<file path="src/rtl/qspi_stream_reader.sv">
// qspi_stream_reader: QSPI flash sequencer for the RLE VGA pipeline.
// Issues a Quad Output Fast Read (0x6B) and streams 16-bit words to the decoder.
//   clk, rst_n            : system clock, asynchronous active-low reset
//   start, stop, addr     : begin a read at addr / abort or end the current read
//   busy                  : high from start acceptance until back in IDLE
//   data, data_valid,
//   data_ready            : word output, valid/ready handshake (first nibble in [15:12])
//   spi_cs_n, spi_clk,
//   spi_mosi, spi_io0_oe  : flash chip select, SCK, IO0 value and enable
//   spi_miso              : IO3..IO0 read data
module qspi_stream_reader #(
  parameter int unsigned DUMMY_CYCLES   = 8,
  parameter int unsigned CS_HIGH_CYCLES = 4
) (
  input  logic        clk,
  input  logic        rst_n,
  input  logic        start,
  input  logic        stop,
  input  logic [23:0] addr,
  output logic        busy,
  output logic [15:0] data,
  output logic        data_valid,
  input  logic        data_ready,
  output logic        spi_cs_n,
  output logic        spi_clk,
  output logic        spi_mosi,
  output logic        spi_io0_oe,
  input  logic [3:0]  spi_miso
);

  localparam int unsigned CMD_BITS  = 8;
  localparam int unsigned ADDR_BITS = 24;
  localparam int unsigned CNT_W     = 8;
  localparam logic [7:0]  CMD_QOFR  = 8'h6B;

  localparam logic [2:0] S_IDLE  = 3'd0;
  localparam logic [2:0] S_CMD   = 3'd1;
  localparam logic [2:0] S_ADDR  = 3'd2;
  localparam logic [2:0] S_DUMMY = 3'd3;
  localparam logic [2:0] S_DATA  = 3'd4;
  localparam logic [2:0] S_CSH   = 3'd5;

  logic [2:0]       state_q, state_d;
  logic             phase_q, phase_d;       // 0 = SCK low half, 1 = SCK high half
  logic [CNT_W-1:0] cnt_q, cnt_d;
  logic [30:0]      sh_q, sh_d;             // remaining command/address bits after the one on mosi
  logic [11:0]      nib_q, nib_d;
  logic [1:0]       nib_cnt_q, nib_cnt_d;
  logic             pend_q, pend_d;         // completed word waiting for the holding register
  logic [15:0]      pend_word_q, pend_word_d;
  logic [15:0]      data_q, data_d;
  logic             valid_q, valid_d;
  logic             busy_q, busy_d;
  logic             cs_n_q, cs_n_d;
  logic             sck_q, sck_d;
  logic             mosi_q, mosi_d;
  logic             oe_q, oe_d;
  logic             hold_free;

  // State and output registers
  always_ff @(posedge clk or negedge rst_n) begin
    if (!rst_n) begin
      state_q     <= S_IDLE;
      phase_q     <= 1'b0;
      cnt_q       <= '0;
      sh_q        <= '0;
      nib_q       <= '0;
      nib_cnt_q   <= '0;
      pend_q      <= 1'b0;
      pend_word_q <= '0;
      data_q      <= '0;
      valid_q     <= 1'b0;
      busy_q      <= 1'b0;
      cs_n_q      <= 1'b1;
      sck_q       <= 1'b0;
      mosi_q      <= 1'b0;
      oe_q        <= 1'b0;
    end else begin
      state_q     <= state_d;
      phase_q     <= phase_d;
      cnt_q       <= cnt_d;
      sh_q        <= sh_d;
      nib_q       <= nib_d;
      nib_cnt_q   <= nib_cnt_d;
      pend_q      <= pend_d;
      pend_word_q <= pend_word_d;
      data_q      <= data_d;
      valid_q     <= valid_d;
      busy_q      <= busy_d;
      cs_n_q      <= cs_n_d;
      sck_q       <= sck_d;
      mosi_q      <= mosi_d;
      oe_q        <= oe_d;
    end
  end

  // Next-state and output logic
  always_comb begin
    state_d     = state_q;
    phase_d     = phase_q;
    cnt_d       = cnt_q;
    sh_d        = sh_q;
    nib_d       = nib_q;
    nib_cnt_d   = nib_cnt_q;
    pend_d      = pend_q;
    pend_word_d = pend_word_q;
    data_d      = data_q;
    valid_d     = valid_q;
    busy_d      = busy_q;
    cs_n_d      = cs_n_q;
    sck_d       = sck_q;
    mosi_d      = mosi_q;
    oe_d        = oe_q;

    // Holding register can take a word if empty or being consumed this cycle
    hold_free = !valid_q || data_ready;
    if (valid_q && data_ready) valid_d = 1'b0;

    if (stop && (state_q != S_IDLE)) begin
      state_d   = S_CSH;
      cnt_d     = '0;
      phase_d   = 1'b0;
      cs_n_d    = 1'b1;
      sck_d     = 1'b0;
      oe_d      = 1'b0;
      mosi_d    = 1'b0;
      valid_d   = 1'b0;
      pend_d    = 1'b0;
      nib_cnt_d = '0;
    end else begin
      case (state_q)
        S_IDLE: begin
          if (start) begin
            state_d   = S_CMD;
            sh_d      = {CMD_QOFR[6:0], addr};
            mosi_d    = CMD_QOFR[7];
            cnt_d     = '0;
            phase_d   = 1'b0;
            nib_cnt_d = '0;
            pend_d    = 1'b0;
            cs_n_d    = 1'b0;
            oe_d      = 1'b1;
            busy_d    = 1'b1;
            sck_d     = 1'b0;
          end
        end
        S_CMD, S_ADDR, S_DUMMY: begin
          if (!phase_q) begin
            phase_d = 1'b1;
            sck_d   = 1'b1;
          end else begin
            // End of high half: advance to the next serial bit
            phase_d = 1'b0;
            sck_d   = 1'b0;
            cnt_d   = cnt_q + CNT_W'(1);
            sh_d    = {sh_q[29:0], 1'b0};
            mosi_d  = (state_q == S_DUMMY) ? 1'b0 : sh_q[30];
            if ((state_q == S_CMD) && (cnt_q == CNT_W'(CMD_BITS - 1))) begin
              state_d = S_ADDR;
              cnt_d   = '0;
            end
            if ((state_q == S_ADDR) && (cnt_q == CNT_W'(ADDR_BITS - 1))) begin
              state_d = S_DUMMY;
              cnt_d   = '0;
              oe_d    = 1'b0;
              mosi_d  = 1'b0;
            end
            if ((state_q == S_DUMMY) && (cnt_q == CNT_W'(DUMMY_CYCLES - 1))) begin
              state_d = S_DATA;
              cnt_d   = '0;
            end
          end
        end
        S_DATA: begin
          if (pend_q) begin
            // Stalled with SCK low: hand the pending word over before clocking again
            if (hold_free) begin
              data_d  = pend_word_q;
              valid_d = 1'b1;
              pend_d  = 1'b0;
            end
          end else if (!phase_q) begin
            phase_d = 1'b1;
            sck_d   = 1'b1;
          end else begin
            phase_d   = 1'b0;
            sck_d     = 1'b0;
            nib_d     = {nib_q[7:0], spi_miso};
            nib_cnt_d = nib_cnt_q + 2'd1;
            if (nib_cnt_q == 2'd3) begin
              if (hold_free) begin
                data_d  = {nib_q, spi_miso};
                valid_d = 1'b1;
              end else begin
                pend_d      = 1'b1;
                pend_word_d = {nib_q, spi_miso};
              end
            end
          end
        end
        S_CSH: begin
          if (cnt_q == CNT_W'(CS_HIGH_CYCLES - 1)) begin
            state_d = S_IDLE;
            cnt_d   = '0;
            busy_d  = 1'b0;
          end else begin
            cnt_d = cnt_q + CNT_W'(1);
          end
        end
        default: state_d = S_IDLE;
      endcase
    end
  end

  assign busy       = busy_q;
  assign data       = data_q;
  assign data_valid = valid_q;
  assign spi_cs_n   = cs_n_q;
  assign spi_clk    = sck_q;
  assign spi_mosi   = mosi_q;
  assign spi_io0_oe = oe_q;

endmodule

</file>
<file path="config.mk">
export PLATFORM = sky130hd
export DESIGN_NAME = qspi_stream_reader
export DESIGN_NICKNAME = d
export VERILOG_FILES = /design/src/rtl/qspi_stream_reader.sv
export SDC_FILE = /design/constraint.sdc
export NUM_CORES = 1
export LEC_CHECK = 0
export CAP_MARGIN = 25
export CORE_MARGIN = 4
export CORE_UTILIZATION = 56
export CTS_CLUSTER_DIAMETER = 200
export DETAILED_ROUTE_END_ITERATION = 8
export PLACE_DENSITY = 0.85
export SLEW_MARGIN = 20
export SYNTH_ARGS = -nofsm -noshare
export SYNTH_HDL_FRONTEND = slang
export SYNTH_SLANG_ARGS = --single-unit
</file>
<file path="constraint.sdc">
create_clock -name clk -period 4.45 [get_ports clk]
set_clock_uncertainty 0.05 [all_clocks]
set_input_delay 0.6675 -clock clk [delete_from_list [all_inputs] [get_ports clk]]
set_output_delay 0.6675 -clock clk [all_outputs]
set_load 0.02 [all_outputs]
</file>
==> results.cfg <==
[status]
status = complete, no violations

[hold_path]
hold_class = in2async

[clock_network]
cts_max_level = 3
clk_latency_ps = 360
numCtsBuffers = 9
post-cts-setup-buffer-count = 0
cts_resized = 0
clk_pin_slew_ps = 100
clock_sinks = 95
cts_root_buf = clkbuf_8
cts_tree = yes
clockBufferDepth = 2
hold_buffers = 0

[power_and_ir_drop]
finalPower_mw = 2.54
peakVddDrop_uv = 248
p_leak_nw = 2.21
p_per_area_nw_per_um2 = 488

[setup_path]
cp-end-kind = register
crit_chain = nor2_1 > nand2_1 > a21oi_1 > nand4_1 > mux2_2
start_kind = register
worstPathMaxFanout = 17
max_stage_delay_ps = 680
slowest_stage = nand4_1
arrival_ps = 3230
critPathKind = reg2reg
critPathRequiredTime_ps = 4640

[floorplanning]
pin_count = 55
fp-row-count = 32
dieArea_sq_um = 9370
die_y_um = 96.8
start_util_pct = 57.4
coreArea_sq_um = 7690
fp.dieW_um = 96.8

[yosys]
ys_ff_latch = 95
yosys.area.top_type = dfrtp_1
synthTopCellsByArea = dfrtp_1, mux2_2, nand2_1
synth_area_sq_um = 4410
ys_seq_area_share_pct = 53.9
syn-num-nets = 474
synth_cells = 439
synth.avg_cell_area_sq_um = 10.1
synth.top_cell.area_share_pct = 53.3
synth_top_cells_by_count = dfrtp_1, nand2_1, nor2_1, mux2_2
synth_edf_count = 0
synth.most_common_cell = dfrtp_1
synth_top_flop_cell = dfrtp_1
async_reset_ff_share_pct = 100
yosysUniqueCellTypes = 50
yosys_warnings = 0

[global_routing]
grt_pass1_vias = 3327
grt_antenna_before_repair = 0
grt_max_degree = 66
track_usage_pct = 19.6
grt_pass1_wl_mm = 15.4
overflow = 0

[final_layout]
regArea_sq_um = 2380
drive_gt1_share_pct = 12.8
antenna_cells = 0
syn2layout_area_growth_pct = 17.8
final_nets = 514
multiInputGateArea_sq_um = 1890
utilization_pct = 67.6
fillCellCount = 578

[routing]
wl_per_cell_um = 14.7
wl_mm = 8.62
via_per_inst = 5.66
ant_nets = 0
drt-pass1-iter-count = 5
route.vias.total = 3314
drt-initial-drc-count = 186
drc = 0

[placement]
gp_congestion = 0.949
numPortBuffers = 54
hpwl_mm = 5.73

[timing]
fmax_mhz = 330
rsz0062_at_grt = no
tns_ps = 0
final_hold_viol_count = 0
worstMarginPinSlew_ps = 949
period_needed_ps = 3030
finalSetupViolCount = 0
period_share_pct = 68.1
max_slew_margin_pct = 36.2
maxSlewViolCount = 0

[flow_run]
drv_cap = 0
## area by class of cell
class                           count  area share [%]
Sequential cell                    95            45.7
Multi-Input combinational cell    305            36.4
Timing Repair Buffer               60            11.4
Clock buffer                       10            2.65
Tap cell                          102            2.45
Clock inverter                      5           0.794
Inverter                            8           0.577
## sequential cells by signal, indices dropped and copies added, names as in the netlist
signal,cells
busy,1
cnt_q,8
data,16
data_valid,1
nib_cnt_q,2
nib_q,12
pend_q,1
pend_word_q,16
sh_q,31
spi_clk,1
spi_cs_n,1
spi_io0_oe,1
spi_mosi,1
state_q,3
## report_power, final
| part | total [mW] | switching [mW] | internal [mW] | leakage [nW] |
|---|---|---|---|---|
| Clock | 0.526 | 0.306 | 0.220 | 0.0854 |
| Combinational | 0.739 | 0.393 | 0.347 | 0.958 |
| Sequential | 1.27 | 0.185 | 1.08 | 1.17 |
## layout by cell type, fill, tap and decap left out, types with 4 or more instances in the layout
cell type / n
o31ai_1: 4
nor2b_1: 6
a31oi_1: 26
nor3_1: 5
mux2_2: 30
clkdlybuf4s50_1: 53
a21oi_1: 25
mux2i_1: 18
nand3_1: 5
nor2_1: 56
inv_1: 8
buf_4: 6
clkbuf_8: 10
o21ai_0: 21
nand2b_1: 5
dfrtp_1: 94
nand2_1: 59
## critical path, delay by kind of cell, from the launching register on
kind / cells / cell delay [ps]
mux: 1 / 560
flops: 1 / 580
compound gates: 1 / 180
simple gates: 3 / 1540
## final timing paths
check / slack [ps] / depth (start not counted) / startpoint / to
hold / removal: 320 / 1 / rst_n / sh_q[20]$_DFFE_PN0P_
setup / recovery: 1420 / 5 / state_q[1]$_DFFE_PN0P_ / pend_word_q[6]$_DFFE_PN0P_
min in group clk: 450 / 2 / spi_cs_n$_DFFE_PN1P_ / spi_cs_n$_DFFE_PN1P_
setup reg to reg: 1420 / 5 / state_q[1]$_DFFE_PN0P_ / pend_word_q[6]$_DFFE_PN0P_
hold reg to reg: 450 / 2 / spi_cs_n$_DFFE_PN1P_ / spi_cs_n$_DFFE_PN1P_
max in group asynchronous: 3080 / 2 / rst_n / spi_cs_n$_DFFE_PN1P_
## through the flow
| stage | setup WS, ps | hold WS [ps] | cells | instance area, sq um |
|---|---|---|---|---|
| final | 1420 | 318 | 585 | 5200 |
| after global routing | 1220 | 367 | 585 | 5200 |
| after CTS | 1430 | 351 | 584 | 5180 |
| after detailed placement | 1310 | 422 | 569 | 5000 |
| after global placement | 1380 | 429 | 569 | 5000 |
| after floorplan | 2220 | 322 | 439 | 4410 |
## metal layers
metal / vias up / GRT usage, % / part of all wire [%]
met5: - / 0 / 0
met4: 0 / 6.59 / 1.6
met3: 14 / 3.46 / 4.6
met2: 85 / 31.7 / 49
met1: 1609 / 26.9 / 45
li1: 1606 / - / -
## cells by family (layout without fill, tap and decap cells)
family / Yosys count / after routing / synth area share [%]
adder cells (fa/ha/maj): 2 / 2 / 0.567
multiplexers: 48 / 48 / 11.7
XOR/XNOR: 1 / 1 / 0.198
flip-flops: 95 / 95 / 53.9
AND/OR/NAND/NOR: 153 / 153 / 15.2
AO/OA/AOI/OAI: 101 / 101 / 14.6
buffers and inverters: 39 / 83 / 3.83
Power figures use the tool's default switching activity.
